[config.mk]
export PLATFORM = sky130hd
export DESIGN_NAME = rr_stage
export DESIGN_NICKNAME = d
export VERILOG_FILES = /design/src/rtl/rr_stage_pkg.sv /design/src/rtl/reg32.sv /design/src/rtl/rr_scoreboard.sv /design/src/rtl/rr_stage.sv
export SDC_FILE = /design/constraint.sdc
export NUM_CORES = 1
export LEC_CHECK = 0
export ABC_AREA = 1
export CAP_MARGIN = 25
export CORE_ASPECT_RATIO = 0.75
export CORE_MARGIN = 5
export CORE_UTILIZATION = 40
export DETAILED_ROUTE_END_ITERATION = 8
export GPL_ROUTABILITY_DRIVEN = 0
export GPL_TIMING_DRIVEN = 0
export SLEW_MARGIN = 20
export SYNTH_ARGS = -nofsm -noshare
export SYNTH_HDL_FRONTEND = slang
export SYNTH_SLANG_ARGS = --single-unit
export TNS_END_PERCENT = 20
[constraint.sdc]
create_clock -name clk -period 9.9 [get_ports clk]
set_clock_uncertainty 0.15 [all_clocks]
set_input_delay 1.485 -clock clk [delete_from_list [all_inputs] [get_ports clk]]
set_output_delay 1.485 -clock clk [all_outputs]
set_load 0.02 [all_outputs]
[src/rtl/rr_stage_pkg.sv]
// Shared constants for the register-read stage: sizes and control-bundle bit positions.
package rr_stage_pkg;
    localparam int NREGS          = 8;
    localparam int IDX_W          = 3;
    localparam int DW             = 32;
    localparam int CTRL_W         = 7;
    localparam int CTRL_REG_WRITE = 0;
    localparam int CTRL_USE_IMM   = 1;
endpackage

[src/rtl/reg32.sv]
// One architectural register: async-reset storage with a write enable.
module reg32
    import rr_stage_pkg::*;
(
    input  logic          clk,
    input  logic          rst,
    input  logic          i_we,
    input  logic [DW-1:0] i_d,
    output logic [DW-1:0] o_q
);
    logic [DW-1:0] r_q;

    always_ff @(posedge clk or posedge rst) begin
        if (rst) begin
            r_q <= '0;
        end else if (i_we) begin
            r_q <= i_d;
        end
    end

    assign o_q = r_q;
endmodule

[src/rtl/rr_scoreboard.sv]
// Per-register busy bits tracking the single in-flight writer in EX.
module rr_scoreboard
    import rr_stage_pkg::*;
(
    input  logic             clk,
    input  logic             rst,
    input  logic             set_en,
    input  logic [IDX_W-1:0] set_idx,
    input  logic             clr_en,
    input  logic [IDX_W-1:0] clr_idx,
    input  logic             flush,
    output logic [NREGS-1:0] busy
);
    logic [NREGS-1:0] r_busy;

    // Flush beats everything; a new writer's set beats the retiring writer's clear.
    generate
        for (genvar gi = 0; gi < NREGS; gi++) begin : g_busy
            always_ff @(posedge clk or posedge rst) begin
                if (rst) begin
                    r_busy[gi] <= 1'b0;
                end else if (flush) begin
                    r_busy[gi] <= 1'b0;
                end else if (set_en && set_idx == IDX_W'(gi)) begin
                    r_busy[gi] <= 1'b1;
                end else if (clr_en && clr_idx == IDX_W'(gi)) begin
                    r_busy[gi] <= 1'b0;
                end
            end
        end
    endgenerate

    assign busy = r_busy;
endmodule

[src/rtl/rr_stage.sv]
// Register-read stage: regfile with writeback bypass, RAW hazard detection and bubble/stall control.
module rr_stage
    import rr_stage_pkg::*;
(
    input  logic              clk,
    input  logic              rst,
    input  logic              valid_in,
    input  logic [31:0]       pc_in,
    input  logic [2:0]        instr_length_in,
    input  logic [CTRL_W-1:0] ctrl_in,
    input  logic [IDX_W-1:0]  src1_idx,
    input  logic [IDX_W-1:0]  src2_idx,
    input  logic [IDX_W-1:0]  dst_idx_in,
    input  logic [DW-1:0]     imm_in,
    input  logic              stall_in,
    input  logic              flush,
    input  logic              wb_valid,
    input  logic [IDX_W-1:0]  wb_idx,
    input  logic [DW-1:0]     wb_data,
    output logic [31:0]       pc_out,
    output logic [2:0]        instr_length_out,
    output logic [CTRL_W-1:0] ctrl_out,
    output logic [IDX_W-1:0]  dst_idx_out,
    output logic [DW-1:0]     src1_out,
    output logic [DW-1:0]     src2_out,
    output logic              valid_out,
    output logic              stall_out
);
    logic [DW-1:0]    w_rf [NREGS];
    logic [NREGS-1:0] w_busy;
    logic             w_use_imm;
    logic             w_fwd1;
    logic             w_fwd2;
    logic             w_hazard;
    logic             w_issue;

    generate
        for (genvar gi = 0; gi < NREGS; gi++) begin : g_rf
            reg32 u_reg (
                .clk  (clk),
                .rst  (rst),
                .i_we (wb_valid && wb_idx == IDX_W'(gi)),
                .i_d  (wb_data),
                .o_q  (w_rf[gi])
            );
        end
    endgenerate

    rr_scoreboard u_sb (
        .clk     (clk),
        .rst     (rst),
        .set_en  (w_issue && ctrl_in[CTRL_REG_WRITE]),
        .set_idx (dst_idx_in),
        .clr_en  (wb_valid),
        .clr_idx (wb_idx),
        .flush   (flush),
        .busy    (w_busy)
    );

    // A writeback landing this cycle both supplies the operand and resolves its hazard.
    always_comb begin
        w_use_imm = ctrl_in[CTRL_USE_IMM];
        w_fwd1    = wb_valid && (wb_idx == src1_idx);
        w_fwd2    = wb_valid && (wb_idx == src2_idx);
        src1_out  = w_fwd1 ? wb_data : w_rf[src1_idx];
        src2_out  = w_use_imm ? imm_in : (w_fwd2 ? wb_data : w_rf[src2_idx]);
        w_hazard  = valid_in && ((w_busy[src1_idx] && !w_fwd1) ||
                                 (w_busy[src2_idx] && !w_use_imm && !w_fwd2));
        w_issue   = valid_in && !w_hazard && !stall_in && !flush;
        valid_out = valid_in && !w_hazard && !flush;
        stall_out = stall_in || w_hazard;
    end

    assign pc_out           = pc_in;
    assign instr_length_out = instr_length_in;
    assign ctrl_out         = ctrl_in;
    assign dst_idx_out      = dst_idx_in;
endmodule

==> results.sh, run 1 <==
export IMPL_status="finished, final reports clean"
export IMPL_slew_viol_final=0
export IMPL_final_setup_tns_ns=0
export IMPL_hp_start="g_rf[1].u_reg.o_q[15]$_DFFE_PP0P_"
export IMPL_die_area_sq_um=42400
export IMPL_post_cts_buffers=0
export IMPL_synth_seq_cells=264
export IMPL_grtUsageMet3=0.123
export IMPL_grt_pass1_wl_mm=106
export IMPL_finalNetCount=2431
export IMPL_antennaDiodeCount=0
export IMPL_coreArea_sq_um=38100
export IMPL_worstPathMaxFanout=10
export IMPL_pin_count=235
export IMPL_cts_tree="done"
export IMPL_grt_busiest_layer="met1"
export IMPL_cp_data_required_time_ns=8.27
export IMPL_avgSynthCellArea_sq_um=7.36
export IMPL_final_common_cell="o21ai_0"
export IMPL_cts_root_buf="clkbuf_16"
export IMPL_vdd_drop_max_mv=0.168
export IMPL_yosysSeqAreaShare=0.431
export IMPL_grt_max_degree=103
export IMPL_crit_chain="clkdlybuf4s50_1 -> clkbuf_1 -> clkbuf_1 -> nor2_1 -> o22ai_1 -> clkdlybuf4s50_1"
export IMPL_synth_nets=2207
export IMPL_areaGrowthSynthToFinish_pct=23.2
export IMPL_syn_inst=2083
export IMPL_vias=17461
export IMPL_cts_repair_resized=0
export IMPL_antenna_found_initial=2
export IMPL_hold_path_class="flop to flop"
export IMPL_p_total_w=0.00339
export IMPL_drtAntennaViolNets=0
export IMPL_gr_usage_all_layers=0.328
export IMPL_cts_clk_slew_worst_paths_ns=0.06
export IMPL_whs_ns=0.336
export IMPL_startpoint_type="primary input"
export IMPL_place_area_sq_um=17900
export IMPL_clock_latency_ns=0.58
export IMPL_drc=0
export IMPL_htree_num_levels=1
export IMPL_postCtsHoldBufs=0
export IMPL_holdPathEnd="g_rf[1].u_reg.o_q[15]$_DFFE_PP0P_"
export IMPL_post_route_min_period_ns=6.27
export IMPL_grt_pass1_vias=16182
export IMPL_synth_edf_count=0
export IMPL_synth_area_sq_um=15300
export IMPL_path_buf_inv=4
export IMPL_cts_inserted_buffers=29
export IMPL_r2r_cells=7
export IMPL_critPathCaptureType="output pin"
export IMPL_drive_above_1_share=0.0803
export IMPL_fmax_mhz=160
export IMPL_min_period_over_period=0.633
export IMPL_timing_rr_start="u_sb.busy[5]$_DFFE_PP0P_"
export IMPL_hold_viol=0
export IMPL_rsz0062_at_grt="false"
export IMPL_hold_depth=2
export IMPL_async_reset_ff_frac=1.00
export IMPL_final_cell_mix="599 x o21ai_0, 368 x nand2_1, 264 x dfrtp_1, 189 x clkdlybuf4s50_1, 155 x inv_1"
export IMPL_crit_arrival_ns=4.63
export IMPL_synth_distinct_cells=28
export IMPL_relSlewSlack=0.236
export IMPL_stdcell_area_sq_um=18900
export IMPL_slowest_delay_ns=0.69
export IMPL_use_met2=0.457
export IMPL_rows=62
export IMPL_reg2reg_slack_ns=8.42
export IMPL_dr_pass1_iters=7
export IMPL_power_density_nw_per_um2=180
export IMPL_cts_buffer_depth=3
export IMPL_leakagePower_nw=8.22
export IMPL_fp_dieW_microns=236
export IMPL_worst_pin_slew_ns=1.15
export IMPL_initial_core_util=0.402
export IMPL_io_buffers=189
export IMPL_overflow=0
export IMPL_dp_hpwl_mm=50.1
export IMPL_finalWirelength_mm=73.7
export IMPL_path_delay_family="buffers and inverters"
export IMPL_clock_sinks=264
export IMPL_ys_flop_type="dfrtp_1"
export IMPL_wl_per_cell_microns=26.0
export IMPL_critPathKind="primary input to output pin"
export IMPL_vias_per_cell=6.15
export IMPL_grtUsageMet1=0.458
export IMPL_r2r_end="u_sb.busy[7]$_DFFE_PP0P_"
export IMPL_cp_slowest_cell="clkdlybuf4s50_1"
export IMPL_max_cap_violations=0
export IMPL_first_iter_violations=2941
export IMPL_setup_viol=0
export IMPL_synth_warnings=0
export IMPL_die_h_microns=179
-- layer usage --
| metal | share of wire | routed length [microns] |
|---|---|---|
| met1 | 0.39 | 28700 |
| met5 | 0.0013 | 99 |
| met4 | 0.048 | 3550 |
| met2 | 0.40 | 29700 |
| met3 | 0.16 | 11700 |
-- synthesized netlist by cell type, types with 20 or more instances --
cell type	number	area, sq um
inv_1	156	586
o211ai_1	70	526
buf_2	58	290
nand3_1	91	455
o221ai_1	27	236
a21oi_1	132	661
buf_1	20	75.1
o21ai_0	599	3000
clkbuf_1	83	312
nor2_1	107	402
buf_4	55	413
nand2_1	368	1380
dfrtp_1	264	6610
-- cells by family after synthesis --
kind of cell	Yosys count	synth area share
AOI/OAI and AO/OA	861	0.305
xor gates and xnor gates	1	0.000572
buffers and inverters	382	0.113
DFF	264	0.431
and+or+nand+nor	575	0.151
-- sequential cells by signal, indices dropped and copies added (netlist names) --
signal,cells
u_sb.busy,8
g_rf.u_reg.o_q,256
-- through the flow --
step | std cells | util | worst slack (ns)
after floorplan | 2083 | - | 0.996
after global placement | 2784 | 0.469 | -2.76
after detailed placement | 2786 | 0.470 | 3.80
after CTS | 2838 | 0.495 | 3.78
after global routing | 2840 | 0.495 | 3.58
final | 2840 | 0.495 | 3.63
-- cell type report --
type,count,area [sq um]
fillers,3805,19200
multi-input cells,1437,6990
flip-flops and latches,264,6610
repair buffers,193,1970
plain buffers,218,1110
clock buffers,44,862
well taps,512,641
inverters,164,624
clock inverters,8,65.1
-- worst max path at each step --
| stage | from | end | slack [ns] | cells after the start |
|---|---|---|---|---|
| after detailed placement | src2_idx[1] | src2_out[27] | 3.80 | 8 |
| final | src1_idx[2] | src1_out[30] | 3.63 | 6 |
| after CTS | src2_idx[1] | src2_out[27] | 3.78 | 8 |
| after global placement | rst | u_sb.busy[0]$_DFFE_PP0P_ | -2.76 | 2 |
| after floorplan | rst | g_rf[0].u_reg.o_q[0]$_DFFE_PP0P_ | 1.0 | 1 |
| after global routing | src2_idx[1] | src2_out[27] | 3.58 | 8 |
-- worst min-delay path, delay by kind of cell, from the launching register on --
| family | cells | cell delay, ns |
|---|---|---|
| compound gates | 1 | 0.06 |
| flops | 1 | 0.34 |
| simple gates | 1 | 0.05 |
-- power by group --
part	total, W	internal, W	switching [W]
combinational	0.000878	0.000327	0.000552
sequential	0.00141	0.00128	0.000136
clock	0.00110	0.000621	0.000479
total	0.00339	0.00223	0.00117
(Power assumes the default switching activity.)
==> inputs of run 2 (changes only) <==
Clock period 9.9 ns to 5.54 ns, I/O delays scaled along.
==> results.sh, run 2 (same netlist as run 1, synthesis figures left out) <==
export IMPL_timing_final_ws_setup_ns=0.528
export IMPL_drive_above_1_share=0.0827
export IMPL_multi_input_area_sq_um=6990
export IMPL_finalNetCount=2436
export IMPL_cts_inserted_buffers=29
export IMPL_pin_count=235
export IMPL_fmax_mhz=200
export IMPL_hold_viol=0
export IMPL_setup_viol=0
export IMPL_cts_repair_resized=0
export IMPL_htree_num_levels=1
export IMPL_vias_per_cell=6.05
export IMPL_cts_tree="done"
export IMPL_cp_data_required_time_ns=4.56
export IMPL_fp_dieW_microns=236
export IMPL_dp_hpwl_mm=51.0
export IMPL_p_total_w=0.00620
export IMPL_relSlewSlack=0.222
export IMPL_final_common_cell="o21ai_0"
export IMPL_stdcell_area_sq_um=19000
export IMPL_grt_max_degree=34
export IMPL_largest_register_ffs=256
export IMPL_post_cts_buffers=0
export IMPL_cts_buffer_depth=3
export IMPL_rows=62
export IMPL_max_cap_violations=0
export IMPL_areaGrowthSynthToFinish_pct=24.3
export IMPL_utilization=0.500
export IMPL_worst_pin_slew_ns=1.17
export IMPL_die_area_sq_um=42400
export IMPL_overflow=0
export IMPL_top_layer="met5"
export IMPL_critPathKind="primary input to output pin"
export IMPL_dr_pass1_iters=9
export IMPL_startpoint_type="primary input"
export IMPL_clock_sinks=264
export IMPL_antennaDiodeCount=0
export IMPL_finalWirelength_mm=74.2
export IMPL_fillers=3786
export IMPL_worstPathMaxFanout=10
export IMPL_slowest_delay_ns=0.75
export IMPL_place_ws_ns=0.751
export IMPL_wl_met2_mm=29.9
export IMPL_initial_core_util=0.402
export IMPL_post_route_min_period_ns=5.01
export IMPL_rsz0062_at_grt="false"
export IMPL_postCtsHoldBufs=0
export IMPL_cts_root_buf="clkbuf_16"
export IMPL_grt_pass1_wl_mm=107
export IMPL_min_period_over_period=0.905
export IMPL_cts_clk_slew_worst_paths_ns=0.06
export IMPL_ff_latch_area_sq_um=6610
export IMPL_cp_slowest_cell="clkbuf_1"
export IMPL_hold_path_class="flop to flop"
export IMPL_wl_met3_mm=11.7
export IMPL_crit_chain="clkdlybuf4s50_1 -> buf_2 -> clkbuf_1 -> o21ai_0 -> o21ai_0 -> o21ai_0 -> o211ai_1 -> clkdlybuf4s50_1"
export IMPL_leakagePower_nw=8.28
export IMPL_vdd_drop_max_mv=0.239
export IMPL_critPathCaptureType="output pin"
export IMPL_crit_arrival_ns=4.03
export IMPL_antenna_found_initial=0
export IMPL_first_iter_violations=2737
export IMPL_coreArea_sq_um=38100
export IMPL_slew_viol_final=0
export IMPL_violations="DRC"
export IMPL_cpMostUsedCell="o21ai_0"
export IMPL_io_buffers=189
export IMPL_status="finished with violations"
export IMPL_gr_usage_all_layers=0.331
export IMPL_vias=17208
export IMPL_grt_pass1_vias=16210
export IMPL_drc=1
export IMPL_place_area_sq_um=18000
export IMPL_drtAntennaViolNets=0
export IMPL_wl_per_cell_microns=26.1
export IMPL_clock_latency_ns=0.58
export IMPL_final_cell_mix="599 x o21ai_0, 368 x nand2_1, 264 x dfrtp_1, 189 x clkdlybuf4s50_1, 155 x inv_1"
export IMPL_die_h_microns=179
export IMPL_wl_met1_mm=29.0
export IMPL_power_density_nw_per_um2=326
run 2: changes by cell type in the layout (fill, tap and decap cells not counted):
cell	previous run	this run
buf_12	0	8
clkinvlp_4	0	4
bufinv_16	1	4
clkinv_2	8	5
clkbuf_8	8	6
buf_16	2	1
buf_6	3	2
buf_8	1	0
clkbuf_1	90	89
inv_8	1	0
run 2: critical path, delay by kind of cell:
kind,cells,cell delay [ns]
AO/OA/AOI/OAI,4,0.95
buffers and inverters,4,2.25
run 2: final timing paths:
check | from | cells past startpoint | slack (ns) | endpoint
hold / removal | g_rf[1].u_reg.o_q[4]$_DFFE_PP0P_ | 2 | 0.34 | g_rf[1].u_reg.o_q[4]$_DFFE_PP0P_
setup / recovery | src2_idx[1] | 8 | 0.53 | src2_out[27]
setup reg to reg | u_sb.busy[5]$_DFFE_PP0P_ | 7 | 4.05 | u_sb.busy[6]$_DFFE_PP0P_
max in group asynchronous | rst | 6 | 3.43 | u_sb.busy[2]$_DFFE_PP0P_
min in group asynchronous | rst | 2 | 0.56 | g_rf[5].u_reg.o_q[11]$_DFFE_PP0P_
hold reg to reg | g_rf[1].u_reg.o_q[4]$_DFFE_PP0P_ | 2 | 0.34 | g_rf[1].u_reg.o_q[4]$_DFFE_PP0P_
run 2: per-layer routing:
metal | vias up | track usage
met5 | - | 0.0168
li1 | 7506 | -
met3 | 233 | 0.133
met1 | 8108 | 0.461
met4 | 2 | 0.131
met2 | 1359 | 0.459
run 2: power breakdown:
group	internal, W	switching [W]
clock network	0.00122	0.000869
registers	0.00229	0.000244
logic	0.000591	0.000988
run 2: metrics by stage:
step | std cells | hold WS [ns] | setup TNS, ns
floorplan | 2083 | 0.303 | 0
global placement | 2784 | 0.317 | -296.08
detailed placement | 2793 | 0.323 | 0
CTS | 2845 | 0.339 | 0
global route | 2845 | 0.356 | 0
finish | 2845 | 0.336 | 0
run 2: cell type report:
type,count,area share
multi-input cells,1437,0.367
well taps,512,0.0336
plain buffers,218,0.0584
flip-flops and latches,264,0.347
repair buffers,198,0.109
inverters,164,0.0326
clock buffers,41,0.0436
clock inverters,11,0.00854
